`config.mk`:
```
export PLATFORM = sky130hd
export DESIGN_NAME = cacheline_adapter_flat
export DESIGN_NICKNAME = d
export VERILOG_FILES = /design/src/rtl/cacheline_adapter_if.sv /design/src/rtl/cacheline_adapter.sv /design/src/flat_wrapper.sv
export SDC_FILE = /design/constraint.sdc
export NUM_CORES = 1
export LEC_CHECK = 0
export ABC_AREA = 1
export CORE_AREA = 10 10 270 272
export CTS_CLUSTER_SIZE = 10
export DETAILED_ROUTE_END_ITERATION = 6
export DIE_AREA = 0 0 280 282
export GPL_ROUTABILITY_DRIVEN = 0
export PLACE_DENSITY = 0.71
export SKIP_CTS_REPAIR_TIMING = 1
export SYNTH_ARGS = -nofsm -noshare
export SYNTH_HDL_FRONTEND = slang
export SYNTH_SLANG_ARGS = --single-unit
```
`constraint.sdc`:
```
create_clock -name clk -period 3.5 [get_ports clk]
set_clock_uncertainty 0.1 [all_clocks]
set_input_delay 0.7 -clock clk [delete_from_list [all_inputs] [get_ports clk]]
set_output_delay 0.7 -clock clk [all_outputs]
set_load 0.01 [all_outputs]
```
`src/rtl/cacheline_adapter_if.sv`:
```
// ============================================================================
// Module      : cacheline_adapter_if
// Description : Cache-side (dfp) and memory-side (mem) signals of the line
//               adapter, bundled as one interface.
// Revision    : 1.0 - initial release
// ============================================================================
`default_nettype none

interface cacheline_adapter_if;
    logic [31:0]  dfp_addr;
    logic         dfp_read;
    logic         dfp_write;
    logic [255:0] dfp_wdata;
    logic [255:0] dfp_rdata;
    logic         dfp_resp;

    logic [31:0]  mem_addr;
    logic         mem_read;
    logic         mem_write;
    logic [63:0]  mem_wdata;
    logic         mem_ready;
    logic [63:0]  mem_rdata;
    logic         mem_rvalid;

    // slave: the adapter; master: the environment (cache and memory models)
    modport slave (
        input  dfp_addr, dfp_read, dfp_write, dfp_wdata,
        input  mem_ready, mem_rdata, mem_rvalid,
        output dfp_rdata, dfp_resp,
        output mem_addr, mem_read, mem_write, mem_wdata
    );

    modport master (
        output dfp_addr, dfp_read, dfp_write, dfp_wdata,
        output mem_ready, mem_rdata, mem_rvalid,
        input  dfp_rdata, dfp_resp,
        input  mem_addr, mem_read, mem_write, mem_wdata
    );
endinterface

`default_nettype wire

```
`src/rtl/cacheline_adapter.sv`:
```
// ============================================================================
// Module      : cacheline_adapter
// Description : Splits 256-bit cache line requests into 4 x 64-bit memory
//               bursts and assembles returning read beats into a line.
// Revision    : 1.0 - initial release
// ============================================================================
`default_nettype none

module cacheline_adapter (
    input  wire logic          clk,
    input  wire logic          rst,
    cacheline_adapter_if.slave bus
);

    typedef enum logic [2:0] {
        S_IDLE    = 3'd0,
        S_RD_REQ  = 3'd1,
        S_RD_DATA = 3'd2,
        S_WR_DATA = 3'd3,
        S_RESP    = 3'd4
    } state_t;

    state_t        r_state;
    logic [1:0]    r_cnt;
    logic [31:0]   r_addr;
    logic [255:0]  r_wline;
    logic [255:0]  r_line;
    logic          r_resp;
    logic          r_mem_read;
    logic          r_mem_write;
    logic [63:0]   r_mem_wdata;

    logic [1:0]    w_cnt_nxt;
    logic          w_unused;

    assign w_cnt_nxt = r_cnt + 2'd1;
    assign w_unused  = &{1'b0, bus.dfp_addr[4:0]};

    assign bus.dfp_rdata = r_line;
    assign bus.dfp_resp  = r_resp;
    assign bus.mem_addr  = r_addr;
    assign bus.mem_read  = r_mem_read;
    assign bus.mem_write = r_mem_write;
    assign bus.mem_wdata = r_mem_wdata;

    always_ff @(posedge clk) begin
        if (rst) begin
            r_state     <= S_IDLE;
            r_cnt       <= 2'd0;
            r_addr      <= 32'd0;
            r_wline     <= 256'd0;
            r_line      <= 256'd0;
            r_resp      <= 1'b0;
            r_mem_read  <= 1'b0;
            r_mem_write <= 1'b0;
            r_mem_wdata <= 64'd0;
        end else begin
            case (r_state)
                S_IDLE: begin
                    // Write-back takes priority so a dirty victim leaves before the fill.
                    if (bus.dfp_write) begin
                        r_addr      <= {bus.dfp_addr[31:5], 5'd0};
                        r_wline     <= bus.dfp_wdata;
                        r_cnt       <= 2'd0;
                        r_mem_write <= 1'b1;
                        r_mem_wdata <= bus.dfp_wdata[63:0];
                        r_state     <= S_WR_DATA;
                    end else if (bus.dfp_read) begin
                        r_addr     <= {bus.dfp_addr[31:5], 5'd0};
                        r_cnt      <= 2'd0;
                        r_mem_read <= 1'b1;
                        r_state    <= S_RD_REQ;
                    end
                end
                S_RD_REQ: begin
                    if (bus.mem_ready) begin
                        r_mem_read <= 1'b0;
                        r_cnt      <= 2'd0;
                        r_state    <= S_RD_DATA;
                    end
                end
                S_RD_DATA: begin
                    if (bus.mem_rvalid) begin
                        r_line[{r_cnt, 6'd0} +: 64] <= bus.mem_rdata;
                        r_cnt <= w_cnt_nxt;
                        if (r_cnt == 2'd3) begin
                            r_resp  <= 1'b1;
                            r_state <= S_RESP;
                        end
                    end
                end
                S_WR_DATA: begin
                    if (bus.mem_ready) begin
                        r_cnt <= w_cnt_nxt;
                        if (r_cnt == 2'd3) begin
                            r_mem_write <= 1'b0;
                            r_resp      <= 1'b1;
                            r_state     <= S_RESP;
                        end else begin
                            r_mem_wdata <= r_wline[{w_cnt_nxt, 6'd0} +: 64];
                        end
                    end
                end
                S_RESP: begin
                    r_resp  <= 1'b0;
                    r_state <= S_IDLE;
                end
                default: begin
                    r_state <= S_IDLE;
                end
            endcase
        end
    end

endmodule

`default_nettype wire

```
`src/flat_wrapper.sv`:
```
// flat-port wrapper written by rule: the top's interface ports become plain ports
module cacheline_adapter_flat 
  (clk, rst, bus_dfp_addr, bus_dfp_read, bus_dfp_write, bus_dfp_wdata, bus_mem_ready, bus_mem_rdata, bus_mem_rvalid, bus_dfp_rdata, bus_dfp_resp, bus_mem_addr, bus_mem_read, bus_mem_write, bus_mem_wdata);
  cacheline_adapter_if bus_i ();
  input  wire logic clk;
  input  wire logic rst;
  input wire logic [$bits(bus_i.dfp_addr)-1:0] bus_dfp_addr;
  input wire logic [$bits(bus_i.dfp_read)-1:0] bus_dfp_read;
  input wire logic [$bits(bus_i.dfp_write)-1:0] bus_dfp_write;
  input wire logic [$bits(bus_i.dfp_wdata)-1:0] bus_dfp_wdata;
  input wire logic [$bits(bus_i.mem_ready)-1:0] bus_mem_ready;
  input wire logic [$bits(bus_i.mem_rdata)-1:0] bus_mem_rdata;
  input wire logic [$bits(bus_i.mem_rvalid)-1:0] bus_mem_rvalid;
  output wire logic [$bits(bus_i.dfp_rdata)-1:0] bus_dfp_rdata;
  output wire logic [$bits(bus_i.dfp_resp)-1:0] bus_dfp_resp;
  output wire logic [$bits(bus_i.mem_addr)-1:0] bus_mem_addr;
  output wire logic [$bits(bus_i.mem_read)-1:0] bus_mem_read;
  output wire logic [$bits(bus_i.mem_write)-1:0] bus_mem_write;
  output wire logic [$bits(bus_i.mem_wdata)-1:0] bus_mem_wdata;
  assign bus_i.dfp_addr = bus_dfp_addr;
  assign bus_i.dfp_read = bus_dfp_read;
  assign bus_i.dfp_write = bus_dfp_write;
  assign bus_i.dfp_wdata = bus_dfp_wdata;
  assign bus_i.mem_ready = bus_mem_ready;
  assign bus_i.mem_rdata = bus_mem_rdata;
  assign bus_i.mem_rvalid = bus_mem_rvalid;
  assign bus_dfp_rdata = bus_i.dfp_rdata;
  assign bus_dfp_resp = bus_i.dfp_resp;
  assign bus_mem_addr = bus_i.mem_addr;
  assign bus_mem_read = bus_i.mem_read;
  assign bus_mem_write = bus_i.mem_write;
  assign bus_mem_wdata = bus_i.mem_wdata;
  cacheline_adapter u_core (.clk(clk), .rst(rst), .bus(bus_i));
endmodule
```
# Word-level counts from Yosys, hierarchy flattened
# Index checks and enable logic that the tools add are counted.
# W data, S select, Z words.
[word_totals]
out_inout_bits = 355
inputBits = 358
register_bits = 616
wordCells = 75
[op_classes]
n_shift = 3
n_eq_ne = 14
addsub = 2
n_reduce_logical = 15
mux = 32
[op_table]
columns = ["operator", "n"]
rows = [
  ["$bwmux W256", 1],
  ["$shift A64 B10 Y256 const A", 1],
  ["$shiftx A256 B9 Y64", 1],
  ["$shiftx A64 B10 Y256", 1],
  ["$mux W64", 3],
  ["$pmux W64 S2", 1],
  ["$mux W32", 2],
  ["$mux W3", 6],
  ["$reduce_and A4 Y1", 4],
  ["$ne A2 B2 Y1 const B", 7],
  ["$pmux W3 S4", 1],
  ["$mux W2", 5],
  ["$neg A8 Y10", 1],
  ["$mux W1", 9],
  ["$pmux W2 S4", 1],
  ["$eq A3 B2 Y1 const B", 2],
  ["$reduce_and A2 Y1", 3],
  ["$reduce_bool A2 Y1", 3],
  ["$reduce_and A5 Y1", 1],
  ["$pmux W1 S2", 2],
  ["$reduce_bool A4 Y1", 1],
  ["$eq A3 B1 Y1 const B", 1],
  ["$eq A3 B3 Y1 const B", 1],
  ["$logic_not A3 Y1", 1],
  ["7 further kinds", 7],
]

# Depth between registers and ports, before layout
# Gate-level depths: netlist (run 1).
[logic_depth]
word_depth = 5
mapped_depth = 14
depth_no_buf = 9

# Worst setup path before layout (run 1)
# No wires, ideal clock.
[synth_timing]
path_kind = "register to register"
start = "reg u_core.r_cnt[0]"
end = "reg u_core.r_line[199], in the netlist u_core.bus.dfp_rdata[199]"
synth_period_minus_slack_ns = 2.604
n_path_buf = 6
setup_ns = 0.070
setup_slack_ns = 0.896
arrival_time_ns = 2.434
required_ns = 3.330
stages_incl_launch_ff = 14
path_cell_list = "dfxtp_1 > buf_2 > inv_2 > buf_2 > buf_1 > ha_1 > buf_4 > inv_2 > buf_2 > nand2_1 > clkbuf_1 > nor2_1 > nand2_1 > a21oi_1"
[synth_between]
elab_chain_len = 3
elab_cells_between_ends = 4
cone_classes = "add/sub: 1; shift: 2; mux: 1"
[synth_lines]
columns = ["element", "line", "source"]
rows = [
  ["from (decl)", "cacheline_adapter.sv:24", "logic [1:0] r_cnt;"],
  ["from (signal assigned)", "cacheline_adapter.sv:85", "r_cnt <= w_cnt_nxt;"],
  ["from (signal assigned)", "cacheline_adapter.sv:94", "r_cnt <= w_cnt_nxt;"],
  ["$neg A8 Y10 (*)", "cacheline_adapter.sv:84", "r_line[{r_cnt, 6'd0} +: 64] <= bus.mem_rdata;"],
  ["$shiftx A64 B10 Y256 or $shift A64 B10 Y256 (tied branches)", "cacheline_adapter.sv:84", ""],
  ["$bwmux W256 (*)", "cacheline_adapter.sv:84", ""],
  ["to (signal, indexed assignment)", "cacheline_adapter.sv:84", ""],
  ["to (decl)", "cacheline_adapter.sv:27", "logic [255:0] r_line;"],
]
# Every way passes the cells marked *; elsewhere a longest branch is shown, timed or not.
# A chain may end at the register's enable or synchronous reset.

# Final worst setup path (run 1)
[layout_timing]
start = "reg u_core.r_cnt[0]"
end = "reg u_core.r_line[195], in the netlist u_core.bus.dfp_rdata[195]"
# Same word-level chain as after synthesis.

==> results of run 1 <==
-- through the flow --
stage | hold WS [ps] | worst slack [ps] | power, uW
6_report | 339 | 690 | 25200
4_1_cts | 342 | 789 | 25200
3_3_place_gp | 330 | 600 | 18300
2_1_floorplan | 329 | 896 | 14500
3_5_place_dp | 334 | 568 | 18400
5_1_grt | 358 | 593 | 26600
-- cell families after synthesis --
group                    synth area share (%)
adder cells (fa/ha/maj)                 0.296
other                                  0.0148
AND/OR/NAND/NOR                          22.8
flip-flops                               48.2
AO/OA/AOI/OAI                            19.0
buffers and inverters                    9.73
-- path summary, 6_finish.rpt --
| kind | end | start | slack, ps |
|---|---|---|---|
| min reg2reg | u_core.bus.mem_addr[27] | u_core.bus.mem_addr[27] | 340 |
| max | u_core.bus.dfp_rdata[195] | u_core.r_cnt[0] | 690 |
| min | u_core.bus.mem_addr[27] | u_core.bus.mem_addr[27] | 340 |
| max reg2reg | u_core.bus.dfp_rdata[195] | u_core.r_cnt[0] | 690 |
-- metal layers --
metal  GRT usage (%)  vias to the layer above  wire length (um)
met1            31.0                    12200             42300
met4            12.0                        4              4600
met2            39.5                      998             48500
met5               0                        -                27
met3            6.25                      220              8410
li1                -                    12700                 -
-- power by group through the flow --
| stage | sequential, uW | combinational [uW] | clock, uW |
|---|---|---|---|
| floorplan | 9130 | 5340 | 0 |
| global route | 8960 | 10500 | 7190 |
| detailed placement | 8960 | 9450 | 0 |
| global placement | 8930 | 9360 | 0 |
| finish | 8830 | 9530 | 6820 |
| CTS | 8830 | 9500 | 6920 |
-- registers in the layout, indices dropped and copies added (netlist names) --
name	flops
u_core.bus.mem_wdata	64
u_core.r_state	3
u_core.bus.mem_read	1
u_core.r_wline	256
u_core.bus.mem_write	1
u_core.bus.mem_addr	27
u_core.bus.dfp_rdata	256
u_core.bus.dfp_resp	1
u_core.r_cnt	2
-- final cells by class --
cell class | count | share of cell area (%)
sequential | 611 | 34.9
multi-input combinational | 2382 | 30.7
timing repair buffer | 756 | 22.0
clock buffer | 89 | 5.53
inverter | 309 | 3.35
tap | 882 | 3.15
clock inverter | 8 | 0.260
antenna | 21 | 0.150
-- placed cells by master, fill, tap and decap left out, types with 7 or more instances in the layout --
cell               n
clkdlybuf4s50_1  701
nand4_1           41
nor2_1           268
buf_12            22
inv_1            299
diode_2           21
dfxtp_1          610
buf_4             32
nand3_1          252
clkbuf_16         74
nand2_1          831
nor2_4             9
inv_2              7
o21ai_0          440
a21oi_1          520
clkbuf_1          12
-- critical path, cell delays in order, from the launching register on --
cell,delay (ps)
dfxtp_4,370
inv_6,170
ha_4,260
inv_4,80
buf_12,360
nand2_1,320
buf_4,350
nor2_1,220
nand2_1,100
a21oi_1,150
==> impl_metrics.toml, run 1 <==
[synthesis]
ys_top_cells_by_count = "nand2_1, dfxtp_1, a21oi_1"
yosys_register_bits = 611
yosys.area.top_type_share_pct = 48.2
synth_edf_count = 0
yosys.area.top_type = "dfxtp_1"
async_flop_share_pct = 0
ys_types = 25
ys_top_cells_by_area = "dfxtp_1, nand2_1, a21oi_1"
post-synth-top-count-cell = "nand2_1"
synth-seq-area-share_pct = 48.2
syn_avg_cell_area_um2 = 7.07
syn_inst = 3593
netlist_area_um2 = 25400
synth_ff_type = "dfxtp_1"
yosysWarningCount = 0

[timing]
rsz0062_at_grt = "false"
max_freq_mhz = 356
fin_tns_setup_ps = 0
min_period_ps = 2810
slew-limit-headroom_pct = 19.6
final_max_slew_viol_count = 0
tightest_slew_ps = 1210
hold_viol_final = 0
setup_viol = 0
fin_crit_sh_pct = 80.3

[clocking]
cts_root_buf = "clkbuf_16"
cts_tree = "built"
numCtsBuffers = 73
clock_latency_ps = 610
htreeDepth = 3
cts_sinks = 611
cts_buffer_depth = 3
cts.clk_slew.worst_paths_ps = 50

[place]
place_area_um2 = 33000
placed_cells = 4940
hpwlAfterDp_um = 69300
port_buffers = 702

[detailed_routing]
drt_first_pass_iters = 6
drc = 0
wire_per_inst_um = 20.5
drtIter0Drc = 2504
antenna_left = 0
wl_um = 104000
vias = 26100
vias_per_cell = 5.17

[global_route]
grt_pass1_vias = 23800
grt_remaining_overflow = 0
grt_pass1_wl_um = 153000
grt_usage_pct = 24.8
grt_max_degree = 196
grt_antenna_before_repair = 19

[layout]
fin_util_pct = 51.8
layoutNonFillerInstCount = 5058
final_area_um2 = 35100
drive_gt1_share_pct = 4.02
final_nets = 4497
fillers = 6535
seqCellArea_um2 = 12200
multi_input_comb_area_um2 = 10800
area_growth_pct = 38.1

[floorplan]
fp-row-count = 96
ios = 713
start_util_pct = 37.5
die_h_um = 282
die_area_um2 = 79000
core_area_um2 = 67700
die_w_um = 280

[power_and_ir_drop]
power_frac_seq_pct = 35.1
p_int_uw = 15500
leakage_uw = 0.0137
ir_drop_uv = 529
p_switching_uw = 9670
power_density_nw_per_um2 = 718
switching_share_pct = 38.4
p_comb_share_pct = 37.8
p_clk_share_pct = 27.1

[worst_setup_path]
required_ps = 3910
cp_max_fo = 97
critPathCaptureType = "flop"
arrival_ps = 3220
critPathLaunchType = "flop"
worstSetupPathType = "flop to flop"
reg2reg_depth = 9

[outcome]
status = "completed"

[hold_path]
whs_path_depth = 2
hp-class = "flop to flop"

[run]
cap_violations = 0
Note: power is estimated with default switching activity, not from simulation.
==> inputs of run 2 (changes only) <==
==> constraint.sdc (replaced) <==
create_clock -name clk -period 2.63 [get_ports clk]
set_clock_uncertainty 0.1 [all_clocks]
set_input_delay 0.526 -clock clk [delete_from_list [all_inputs] [get_ports clk]]
set_output_delay 0.526 -clock clk [all_outputs]
set_load 0.01 [all_outputs]
==> run 2 against run 1 <==
Critical endpoint is now u_core.bus.dfp_rdata[216]. Fmax is 21% higher. Global-route usage is 0.81 points higher. The run now ends with design-rule violations left. Die area stayed put. Via count is 1.2% higher.
==> impl_metrics.toml, run 2 (synthesis gave the netlist of run 1 again) <==
[timing]
slew-limit-headroom_pct = 32.2
max_freq_mhz = 430
final_max_slew_viol_count = 0
hold_viol_final = 0
fin_tns_setup_ps = 0
setup_ws_ps = 305
setup_viol = 0
rsz0062_at_grt = "false"
fin_crit_sh_pct = 88.4
min_period_ps = 2330
tightest_slew_ps = 1020

[run]
cap_violations = 0

[layout]
final_nets = 4529
final_common_cell = "nand2_1"
drive_gt1_share_pct = 4.79
final_cell_mix = "nand2_1, clkdlybuf4s50_1, dfxtp_1"
area_growth_pct = 39.7
final_area_um2 = 35500
fillers = 6549
layoutNonFillerInstCount = 5096

[worst_setup_path]
arrival_ps = 2760
critPathCaptureType = "flop"
crit_buf_inv = 4
worstSetupPathType = "flop to flop"
critPathTopFamily = "buffers and inverters"
critPathLaunchType = "flop"
path_cells = "inv_1, ha_1, inv_1, buf_4, nand2_1, buf_12, nor2_1, nand2_1, a21oi_1"
reg2reg_depth = 9
cp_max_fo = 32
cp_slowest_cell = "dfxtp_1"
required_ps = 3060
worstSetupPathDepth = 9
slowest_delay_ps = 390

[global_route]
grt_antenna_before_repair = 26
grt_pass1_vias = 24700
grt.met1_usage_pct = 31.5
grt_max_degree = 192
busiest_layer = "met2"
grtUsageMet2_pct = 40.8
use_met3_pct = 6.88
grt_remaining_overflow = 0
grt_pass1_wl_um = 157000
grt_usage_pct = 25.6

[floorplan]
die_h_um = 282
ios = 713
die_w_um = 280
die_area_um2 = 79000
fp-row-count = 96
start_util_pct = 37.5
core_area_um2 = 67700

[outcome]
violations = "design-rule violations"
status = "finished, violations left"

[detailed_routing]
vias_per_cell = 5.19
wl_um = 106000
drt_first_pass_iters = 7
vias = 26400
antenna_left = 0
drc = 2
wire_per_inst_um = 20.9
drtIter0Drc = 2715

[power_and_ir_drop]
power_density_nw_per_um2 = 963
ir_drop_uv = 703
leakage_uw = 0.0139

[place]
port_buffers = 702
placed_cells = 4971
post-place-ws_ps = 152
hpwlAfterDp_um = 72900
place_area_um2 = 33300

[clocking]
cts.clk_slew.worst_paths_ps = 60
cts_sinks = 611
cts_tree = "built"
htreeDepth = 3
clock_latency_ps = 620
numCtsBuffers = 74
cts_buffer_depth = 3
cts_root_buf = "clkbuf_16"

[hold_path]
hp-class = "input port to flop"
whs_path_depth = 4
-- run 2: cell count changes in the layout (fill, tap and decap cells not counted), moves of 2 or more --
cell,before,now
buf_4,32,54
buf_12,22,30
clkbuf_1,12,15
clkbuf_8,3,5
-- run 2: worst paths after layout --
| path | start | end | slack, ps |
|---|---|---|---|
| worst min-delay path | rst | u_core.bus.dfp_rdata[157] | 210 |
| worst max-delay path | u_core.r_cnt[1] | u_core.bus.dfp_rdata[216] | 300 |
| worst max register to register | u_core.r_cnt[1] | u_core.bus.dfp_rdata[216] | 300 |
| worst min register to register | u_core.bus.mem_addr[6] | u_core.bus.mem_addr[6] | 340 |
-- run 2: per-layer routing --
layer  vias up  wire, um
met3       252      9080
li1      12800         -
met2      1130     49800
met1     12300     42500
met4         6      4940
met5         -        38
-- run 2: layout make-up --
| class | instances | area (um^2) | share of cell area (%) |
|---|---|---|---|
| well taps | 882 | 1100 | 3.11 |
| clock inverters | 8 | 90.1 | 0.254 |
| flip-flops and latches | 611 | 12200 | 34.5 |
| inverters | 309 | 1170 | 3.31 |
| multi-input cells | 2382 | 10800 | 30.4 |
| diodes | 22 | 55.1 | 0.155 |
| clock buffers | 95 | 2000 | 5.64 |
| repair buffers | 787 | 8050 | 22.7 |
-- run 2: report_power, final --
part | leakage (uW) | total [uW] | switching, uW | internal, uW
Sequential | 0.00500 | 11800 | 719 | 11100
Clock | 0.00102 | 9350 | 4040 | 5310
Combinational | 0.00788 | 13000 | 8350 | 4690
-- run 2: metrics by stage --
stage	total power [uW]	utilization (%)	hold WS, ps
after floorplan	19300	-	329
after global placement	24800	49.2	331
after detailed placement	24900	49.2	337
after CTS	34300	52.3	186
after global routing	36100	52.4	201
final	34200	52.4	212
-- run 2: tightest hold or removal path, stage by stage --
cell and delay, ps:
buf_6 100, inv_8 100, o21ai_0 100, nor2_1 50
